==> src/rtl/alu_pkg.sv <==
// Shared constants for the ALU operation sequencer: widths, flag bit positions and select codes.
package alu_pkg;

  localparam int DATA_W  = 8;
  localparam int SEL_W   = 4;
  localparam int MAX_SEL = 12;
  localparam int FLAG_W  = 4;

  localparam int FLAG_ZERO  = 0;
  localparam int FLAG_NEG   = 1;
  localparam int FLAG_CARRY = 2;
  localparam int FLAG_OVF   = 3;

  localparam logic [SEL_W-1:0] SEL_ADD  = 4'b0000;
  localparam logic [SEL_W-1:0] SEL_SUB  = 4'b0001;
  localparam logic [SEL_W-1:0] SEL_MUL  = 4'b0010;
  localparam logic [SEL_W-1:0] SEL_DIV  = 4'b0011;
  localparam logic [SEL_W-1:0] SEL_SHL  = 4'b0100;
  localparam logic [SEL_W-1:0] SEL_SHR  = 4'b0101;
  localparam logic [SEL_W-1:0] SEL_ROL  = 4'b0110;
  localparam logic [SEL_W-1:0] SEL_ROR  = 4'b0111;
  localparam logic [SEL_W-1:0] SEL_AND  = 4'b1000;
  localparam logic [SEL_W-1:0] SEL_OR   = 4'b1001;
  localparam logic [SEL_W-1:0] SEL_XOR  = 4'b1010;
  localparam logic [SEL_W-1:0] SEL_NOR  = 4'b1011;
  localparam logic [SEL_W-1:0] SEL_NAND = 4'b1100;

  function automatic logic sel_is_legal(input logic [SEL_W-1:0] sel);
    return sel <= SEL_W'(MAX_SEL);
  endfunction

endpackage

==> src/rtl/alu_req_fifo.sv <==
// Generic synchronous FIFO holding ALU requests; exposes the head entry combinationally
// from storage along with occupancy, empty and full.
module alu_req_fifo #(
  parameter int DEPTH = 4,
  parameter int WIDTH = 20
) (
  input  logic                      clk,
  input  logic                      rst,
  input  logic                      i_push,
  input  logic                      i_pop,
  input  logic [WIDTH-1:0]          i_wdata,
  output logic [WIDTH-1:0]          o_head,
  output logic [$clog2(DEPTH):0]    o_count,
  output logic                      o_empty,
  output logic                      o_full
);

  localparam int PTR_W = $clog2(DEPTH);
  localparam int CNT_W = PTR_W + 1;

  logic [WIDTH-1:0] r_mem [DEPTH];
  logic [PTR_W-1:0] r_wr_ptr;
  logic [PTR_W-1:0] r_rd_ptr;
  logic [CNT_W-1:0] r_count;
  logic             w_push;
  logic             w_pop;

  assign o_empty = (r_count == '0);
  assign o_full  = (r_count == CNT_W'(DEPTH));
  assign w_pop   = i_pop && !o_empty;
  // A pop frees the head slot in the same cycle, so a push is allowed even when full.
  assign w_push  = i_push && (!o_full || w_pop);

  always_ff @(posedge clk) begin
    if (w_push) begin
      r_mem[r_wr_ptr] <= i_wdata;
    end
  end

  always_ff @(posedge clk) begin
    if (rst) begin
      r_wr_ptr <= '0;
      r_rd_ptr <= '0;
      r_count  <= '0;
    end else begin
      if (w_push) begin
        r_wr_ptr <= r_wr_ptr + PTR_W'(1);
      end
      if (w_pop) begin
        r_rd_ptr <= r_rd_ptr + PTR_W'(1);
      end
      case ({w_push, w_pop})
        2'b10:   r_count <= r_count + CNT_W'(1);
        2'b01:   r_count <= r_count - CNT_W'(1);
        default: r_count <= r_count;
      endcase
    end
  end

  assign o_head  = r_mem[r_rd_ptr];
  assign o_count = r_count;

endmodule

==> src/rtl/alu_op_sequencer.sv <==
// Request FIFO and one-entry result capture stage wrapped around an external combinational ALU.
// Optional ALU_SEQ_ILLEGAL_TRAP_EN: out-of-range select codes bypass the ALU and return a zero result flagged by illegal_op.
module alu_op_sequencer
  import alu_pkg::*;
#(
  parameter int DATA_W  = alu_pkg::DATA_W,
  parameter int SEL_W   = alu_pkg::SEL_W,
  parameter int DEPTH   = 4
) (
  input  logic                     clk,
  input  logic                     rst,
  input  logic                     in_valid,
  output logic                     in_ready,
  input  logic [DATA_W-1:0]        in_a,
  input  logic [DATA_W-1:0]        in_b,
  input  logic [SEL_W-1:0]         in_sel,
  output logic [DATA_W-1:0]        alu_a,
  output logic [DATA_W-1:0]        alu_b,
  output logic [SEL_W-1:0]         alu_sel,
  input  logic [DATA_W-1:0]        alu_result,
  input  logic                     alu_zero,
  input  logic                     alu_neg,
  input  logic                     alu_carry,
  input  logic                     alu_ovf,
  output logic                     out_valid,
  input  logic                     out_ready,
  output logic [DATA_W-1:0]        out_result,
  output logic [3:0]               out_flags,
  output logic [SEL_W-1:0]         out_sel,
  output logic [$clog2(DEPTH):0]   fifo_count
`ifdef ALU_SEQ_ILLEGAL_TRAP_EN
  ,
  output logic                     illegal_op
`endif
);

  localparam int REQ_W = 2 * DATA_W + SEL_W;

  logic [REQ_W-1:0]  w_wdata;
  logic [REQ_W-1:0]  w_head;
  logic [DATA_W-1:0] w_head_a;
  logic [DATA_W-1:0] w_head_b;
  logic [SEL_W-1:0]  w_head_sel;
  logic              w_push;
  logic              w_capture;
  logic              w_empty;
  logic              w_full;
  logic              w_drive_en;
  logic [3:0]        w_alu_flags;
  logic [DATA_W-1:0] w_cap_result;
  logic [3:0]        w_cap_flags;

  logic              r_out_valid;
  logic [DATA_W-1:0] r_out_result;
  logic [3:0]        r_out_flags;
  logic [SEL_W-1:0]  r_out_sel;

  // Ready comes only from registered occupancy, never from out_ready.
  assign in_ready  = !rst && !w_full;
  assign w_push    = in_valid && in_ready;
  assign w_wdata   = {in_a, in_b, in_sel};
  assign w_capture = !w_empty && (!r_out_valid || out_ready);

  alu_req_fifo #(
    .DEPTH (DEPTH),
    .WIDTH (REQ_W)
  ) u_fifo (
    .clk     (clk),
    .rst     (rst),
    .i_push  (w_push),
    .i_pop   (w_capture),
    .i_wdata (w_wdata),
    .o_head  (w_head),
    .o_count (fifo_count),
    .o_empty (w_empty),
    .o_full  (w_full)
  );

  assign {w_head_a, w_head_b, w_head_sel} = w_head;

`ifdef ALU_SEQ_ILLEGAL_TRAP_EN
  logic w_head_illegal;
  logic r_illegal;

  assign w_head_illegal = !w_empty && !sel_is_legal(w_head_sel);
  assign w_drive_en     = !w_empty && !w_head_illegal;
  assign illegal_op     = r_illegal;
`else
  assign w_drive_en     = !w_empty;
`endif

  assign alu_a   = w_drive_en ? w_head_a   : '0;
  assign alu_b   = w_drive_en ? w_head_b   : '0;
  assign alu_sel = w_drive_en ? w_head_sel : '0;

  always_comb begin
    w_alu_flags             = '0;
    w_alu_flags[FLAG_ZERO]  = alu_zero;
    w_alu_flags[FLAG_NEG]   = alu_neg;
    w_alu_flags[FLAG_CARRY] = alu_carry;
    w_alu_flags[FLAG_OVF]   = alu_ovf;
  end

  always_comb begin
    w_cap_result = alu_result;
    w_cap_flags  = w_alu_flags;
`ifdef ALU_SEQ_ILLEGAL_TRAP_EN
    if (w_head_illegal) begin
      w_cap_result = '0;
      w_cap_flags  = '0;
    end
`endif
  end

  always_ff @(posedge clk) begin
    if (rst) begin
      r_out_valid  <= 1'b0;
      r_out_result <= '0;
      r_out_flags  <= '0;
      r_out_sel    <= '0;
    end else if (w_capture) begin
      r_out_valid  <= 1'b1;
      r_out_result <= w_cap_result;
      r_out_flags  <= w_cap_flags;
      r_out_sel    <= w_head_sel;
    end else if (out_ready) begin
      r_out_valid  <= 1'b0;
    end
  end

`ifdef ALU_SEQ_ILLEGAL_TRAP_EN
  always_ff @(posedge clk) begin
    if (rst) begin
      r_illegal <= 1'b0;
    end else if (w_capture) begin
      r_illegal <= w_head_illegal;
    end
  end
`endif

  assign out_valid  = r_out_valid;
  assign out_result = r_out_result;
  assign out_flags  = r_out_flags;
  assign out_sel    = r_out_sel;

endmodule

==> config.mk <==
export PLATFORM = sky130hd
export DESIGN_NAME = alu_op_sequencer
export DESIGN_NICKNAME = d
export VERILOG_FILES = /design/src/rtl/alu_pkg.sv /design/src/rtl/alu_req_fifo.sv /design/src/rtl/alu_op_sequencer.sv
export SDC_FILE = /design/constraint.sdc
export NUM_CORES = 1
export LEC_CHECK = 0
export CAP_MARGIN = 10
export CORE_UTILIZATION = 40
export DETAILED_ROUTE_END_ITERATION = 6
export PLACE_DENSITY = 0.72
export SETUP_SLACK_MARGIN = 0.2
export SYNTH_ARGS = -nofsm -noshare
export SYNTH_HDL_FRONTEND = slang
export SYNTH_SLANG_ARGS = --single-unit
export TNS_END_PERCENT = 50
==> constraint.sdc <==
create_clock -name clk -period 3.05 [get_ports clk]
set_input_delay 0.61 -clock clk [delete_from_list [all_inputs] [get_ports clk]]
set_output_delay 0.61 -clock clk [all_outputs]
set_load 0.02 [all_outputs]
==> impl_metrics.csv, run 1 <==
group,metric,value,unit
outcome,status,"completed",
worst_setup_path,endpoint,"alu_b[0]",
power,p_leak,1.81,nW
grt,grt_max_degree,25,
synth,syn_area,4140,um^2
worst_setup_path,path_max_fanout,10,
clock_tree,cts_tree,"done",
clock_tree,cts-root-buf,"clkbuf_8",
timing,setup_violations,0,
layout,areaGrowthSynthToFinish,28.2,%
routing,drt-total-wl,7800,um
synth,syn-instance-count,257,
routing,first_pass_iters,4,
worst_setup_path,cp-start-kind,"flop",
synth,ys_seq_elements,106,
clock_tree,cts_buffers,9,
timing,worst_slew_margin_rel,51.7,%
synth,async_flop_share,0,%
floorplan,die_y,104,um
routing,ant_nets,0,
clock_tree,insertion_delay,0.36,ns
grt,grt_pass1_wl,12300,um
synth,ys_seq_area_share,70.6,%
layout,nets,381,
routing,num_vias,2361,
routing,avgRoutedWirePerCell,16.4,um
worst_setup_path,regToRegEndpoint,"u_fifo.o_count[2]",
worst_setup_path,crit_required,2.44,ns
clock_tree,ctsHtreeMaxLevel,3,
routing,drt-initial-drc-count,79,
worst_setup_path,arrival,2.15,ns
synth,netlist-cell-type-count,27,
power,powerDensity,842,nW/um^2
floorplan,start_util,41.8,%
floorplan,io_pins,77,
routing,drc,0,
timing,fmax,0.363,GHz
synth,ys_warn_count,0,
power,fin_total_pwr,4.47,mW
worst_setup_path,rr_worst_depth,9,
floorplan,die_area,10800,um^2
min_path,holdCritPathClass,"flop to flop",
clock_tree,cts.reportedPaths.clkPinSlew,0.10,ns
layout,fillers,833,
layout,post-route-util,53.6,%
floorplan,row_count,36,
worst_setup_path,reg2reg_from,"u_fifo.o_count[0]",
grt,grt_use_total,15.0,%
timing,finalCriticalPeriod,2.76,ns
power,ir_drop,0.492,mV
timing,fin_crit_sh,90.4,%
timing,drv_slew,0,
floorplan,die_x,104,um
place,finalWeightedCongestion,0.750,
grt,antenna_found_initial,0,
worst_setup_path,rrSetupSlack,0.84,ns
place,dpl.hpwl,4740,um
place,numPortBuffers,76,
layout,drive_gt1_share,15.1,%
clock_tree,cts_buffer_depth,2,
synth,synth_ff_type,"edfxtp_1",
timing,worst-slew-pin-transition,0.724,ns
timing,rsz0062_at_grt,"yes",
synth,syn-num-nets,299,
grt,overflow,0,
run,cap_violations,0,
timing,setup_tns,0,ns
worst_setup_path,crit_path_end_kind,"output port",
grt,grt_pass1_vias,2365,
floorplan,coreArea,9910,um^2
synth,synth_edf_count,80,
synth,syn_avg_cell_area,16.1,um^2
routing,vias_per_cell,4.95,
worst_setup_path,path_class,"flop to output port",
min_path,hp-start,"out_sel[0]",
timing,hold_violations,0,
clock_tree,cts_setup_buffers,0,
timing,skew,0.0108,ns
clock_tree,cts_num_sinks,106,
layout,antenna_cells,0,
synthesized netlist by cell type (2+ instances only):
cell       n  share of area (%)
a21oi_1   21                2.5
and2_1    24                3.6
buf_2      5               0.60
clkbuf_1   9               0.82
dfxtp_1   26                 13
edfxtp_1  80                 58
ha_1       5                1.5
inv_1      7               0.63
mux4_2    20                 11
nand2b_1   2               0.30
nand3_1   16                1.9
nor2_1     7               0.63
o21ai_0   18                2.2
or3_1      3               0.45
xor2_1     2               0.42
power by group:
part / switching, mW / internal, mW
Clock: 0.486 / 0.316
Sequential: 0.0871 / 1.73
Combinational: 0.957 / 0.891
Total: 1.53 / 2.94
cell families (layout without fill, tap and decap cells):
| family | after synthesis | count (layout) | share of synthesized area [%] |
|---|---|---|---|
| flip-flops | 106 | 106 | 70.6 |
| AND/OR/NAND/NOR | 56 | 56 | 7.71 |
| XOR/XNOR | 2 | 2 | 0.423 |
| multiplexers | 22 | 22 | 11.4 |
| buffers and inverters | 24 | 111 | 2.60 |
| AO/OA/AOI/OAI | 41 | 41 | 5.29 |
| adder cells (fa/ha/maj) | 6 | 6 | 1.99 |
worst min-delay path by stage:
stage	end	slack, ns	cells after the start
3_5_place_dp	out_sel[1]	0.47	2
3_3_place_gp	out_result[2]	0.46	2
4_1_cts	out_sel[1]	0.48	2
2_1_floorplan	u_fifo.r_wr_ptr[0]	0.48	1
6_report	out_sel[0]	0.48	2
5_1_grt	out_sel[0]	0.50	2
critical path: stages, from the launching register on:
cell and delay [ns]:
dfxtp_2 0.39, clkbuf_16 0.20, mux4_2 0.50, and2_1 0.17
clkdlybuf4s50_1 0.53
layout by cell type (no fill, tap or decap), types with 2 or more instances in the layout:
master,count
and2_1,24
inv_6,2
clkbuf_8,9
buf_4,10
nor2_1,7
o21ai_0,18
xor2_1,2
edfxtp_1,80
mux4_2,20
ha_1,5
clkdlybuf4s50_1,70
a21oi_1,21
dfxtp_1,25
inv_8,2
nand2b_1,2
inv_1,7
dlymetal6s2s_1,5
nand3_1,16
or3_1,2
final cells by class:
| cell class | instances | area [um^2] | area share, % |
|---|---|---|---|
| repair buffers | 88 | 892 | 16.8 |
| flip-flops and latches | 106 | 2920 | 55.1 |
| clock buffers | 10 | 128 | 2.40 |
| clock inverters | 6 | 56.3 | 1.06 |
| well taps | 133 | 166 | 3.14 |
| inverters | 7 | 26.3 | 0.495 |
| multi-input cells | 127 | 1110 | 21.0 |
sequential cells by signal, summed over array words and instances, names as in the netlist, named ones only:
signal	cells
out_flags	4
u_fifo.o_count	3
out_result	8
out_sel	4
u_fifo.r_wr_ptr	2
out_valid	1
u_fifo.r_mem	80
u_fifo.r_rd_ptr	2
metrics by stage:
step / instances / hold slack (ns) / cell area (um^2) / worst slack [ns]
floorplan: 257 / 0.475 / 4140 / 0.752
global placement: 460 / 0.460 / 5080 / 0.473
detailed placement: 460 / 0.467 / 5080 / 0.434
CTS: 476 / 0.482 / 5270 / 0.199
global route: 477 / 0.501 / 5310 / 0.189
finish: 477 / 0.482 / 5310 / 0.292
timing repair:
item                                    4_1_cts  5_1_grt
endpoints found under the setup margin       20       18
gates resized for setup                       3        6
hold buffers                                  0        0
gates cloned                                  0        1
metal layers:
layer,vias to the layer above,wire length [um],GRT usage [%]
met1,1156,3450,18.8
li1,1129,-,-
met4,0,42,2.76
met3,4,434,5.41
met2,72,3880,25.2
met5,-,0,0
Power figures use the tool's default switching activity.
==> inputs of run 2 (changes only) <==
--- a/config.mk
+++ b/config.mk
@@ -5,7 +5,7 @@
 export SDC_FILE = /design/constraint.sdc
 export NUM_CORES = 1
 export LEC_CHECK = 0
-export CAP_MARGIN = 10
+export CAP_MARGIN = 20
 export CORE_UTILIZATION = 40
 export DETAILED_ROUTE_END_ITERATION = 6
 export PLACE_DENSITY = 0.72
==> results of run 2 <==
Final layout, timing and power as in run 1 (identical DEF).
==> inputs of run 3 (changes only) <==
--- a/config.mk
+++ b/config.mk
@@ -5,11 +5,9 @@
 export SDC_FILE = /design/constraint.sdc
 export NUM_CORES = 1
 export LEC_CHECK = 0
-export CAP_MARGIN = 20
 export CORE_UTILIZATION = 40
 export DETAILED_ROUTE_END_ITERATION = 6
 export PLACE_DENSITY = 0.72
-export SETUP_SLACK_MARGIN = 0.2
 export SYNTH_ARGS = -nofsm -noshare
 export SYNTH_HDL_FRONTEND = slang
 export SYNTH_SLANG_ARGS = --single-unit
==> run 3 against run 2 <==
Effect of this change: global-route usage unchanged; clock power about the same; design area down 0.78%; maximum frequency down 2.1%; sequential cell count unchanged; register-to-register slack about the same; combinational power about the same; sequential share of layout area up 0.41 points.
==> impl_metrics.csv, run 3 (synthesized netlist as in run 1, its figures left out) <==
group,metric,value,unit
grt,overflow,0,
timing,fin_crit_sh,92.4,%
power,ir_drop,0.495,mV
grt,grt_max_degree,25,
layout,multi_input_area,1110,um^2
worst_setup_path,path_class,"flop to output port",
routing,num_vias,2362,
clock_tree,insertion_delay,0.36,ns
clock_tree,cts_num_sinks,106,
min_path,holdCritPathClass,"flop to flop",
floorplan,coreArea,9910,um^2
routing,drt-initial-drc-count,116,
layout,drive_gt1_share,14.6,%
clock_tree,cts-root-buf,"clkbuf_8",
timing,skew,0.00953,ns
timing,worst_slew_margin_rel,52.8,%
clock_tree,ctsHtreeMaxLevel,3,
clock_tree,cts_tree,"done",
layout,final_common_cell,"edfxtp_1",
timing,finalCriticalPeriod,2.82,ns
layout,nets,380,
power,powerDensity,844,nW/um^2
grt,grt_use_total,15.0,%
grt,grt_pass1_wl,12300,um
clock_tree,cts_hold_buf,0,
floorplan,die_area,10800,um^2
routing,drt-total-wl,7690,um
timing,rsz0062_at_grt,"no",
timing,worst-slew-pin-transition,0.709,ns
grt,grtUsageMet1,18.8,%
worst_setup_path,crit_path_end_kind,"output port",
layout,largest_register_ffs,80,
floorplan,start_util,41.8,%
timing,setup_tns,0,ns
timing,setup_violations,0,
grt,grt_pass1_vias,2365,
worst_setup_path,arrival,2.21,ns
layout,seq_area,2920,um^2
place,numPortBuffers,76,
worst_setup_path,cp-start-kind,"flop",
routing,first_pass_iters,4,
routing,vias_per_cell,4.96,
timing,fmax,0.355,GHz
place,dpl.hpwl,4740,um
floorplan,row_count,36,
clock_tree,cts_buffers,9,
worst_setup_path,crit_required,2.44,ns
layout,mostFrequentLayoutCells,"80 x edfxtp_1, 76 x clkdlybuf4s50_1, 26 x dfxtp_1, 24 x and2_1, 21 x a21oi_1",
timing,drv_slew,0,
layout,areaGrowthSynthToFinish,27.2,%
grt,top_usage_layer,"met2",
routing,ant_nets,0,
routing,avgRoutedWirePerCell,16.1,um
grt,met3_usage,5.41,%
outcome,status,"completed",
floorplan,die_x,104,um
floorplan,die_y,104,um
place,finalWeightedCongestion,0.750,
run,cap_violations,0,
routing,drc,0,
grt,grt.met2_usage,25.2,%
timing,hold_violations,0,
grt,antenna_found_initial,0,
power,fin_total_pwr,4.45,mW
floorplan,io_pins,77,
power,p_leak,1.72,nW
layout,antenna_cells,0,
worst_setup_path,path_max_fanout,20,
layout,fillers,831,
clock_tree,cts_buffer_depth,2,
clock_tree,cts.reportedPaths.clkPinSlew,0.10,ns
layout,regMostFlops,"u_fifo.r_mem",
==> run 3: cell types whose count changed in the layout (fill, tap and decap cells not counted), sizes merged <==
cell / change
clkbuf: -1
clkdlybuf4s50: +6
dlymetal6s2s: -5
dlygate4sd2: -1
==> run 3: path summary, 6_finish.rpt <==
| path | to | depth (start not counted) | from | slack (ns) |
|---|---|---|---|---|
| worst max-delay path | alu_sel[0] | 4 | flop | 0.23 |
| worst max register to register | u_fifo.o_count[2] | 9 | u_fifo.o_count[0] | 0.85 |
| worst min-delay path | out_sel[0] | 2 | out_sel[0] | 0.48 |
| worst min register to register | out_sel[0] | 2 | out_sel[0] | 0.48 |
==> run 3: repair_timing <==
item,CTS,global route
buffers inserted,0,0
resized for setup,0,1
setup endpoints to repair,0,1
hold endpoints to repair,0,0
==> run 3: routing by layer <==
layer / vias up / share of wire (%)
li1: 1129 / -
met1: 1145 / 44
met2: 82 / 49
met3: 6 / 6.6
met4: 0 / 0.55
met5: - / 0
==> run 3: final cells by class <==
| type | count | area share, % |
|---|---|---|
| flip-flops and latches | 106 | 55.5 |
| multi-input cells | 127 | 21.1 |
| repair buffers | 87 | 16.3 |
| well taps | 133 | 3.16 |
| clock buffers | 10 | 2.42 |
| clock inverters | 6 | 1.07 |
| inverters | 7 | 0.499 |
==> run 3: stage by stage <==
stage | std cells | setup slack [ns] | util [%] | hold WS (ns) | area [um^2]
global placement | 460 | 0.473 | 51.3 | 0.460 | 5080
floorplan | 257 | 0.752 | - | 0.475 | 4140
finish | 476 | 0.232 | 53.1 | 0.481 | 5270
CTS | 476 | 0.102 | 53.1 | 0.482 | 5270
detailed placement | 460 | 0.434 | 51.3 | 0.467 | 5080
global route | 476 | 0.0924 | 53.1 | 0.501 | 5270
==> run 3: report_power, final <==
part           internal (mW)  switching, mW
clock network          0.316          0.487
logic                  0.875          0.955
registers               1.73         0.0812
total                   2.92           1.52
==> run 3: critical path, stage by stage (launching register included) <==
cell	delay, ns
dfxtp_1	0.37
buf_12	0.21
mux4_2	0.55
and2_1	0.17
clkdlybuf4s50_1	0.55
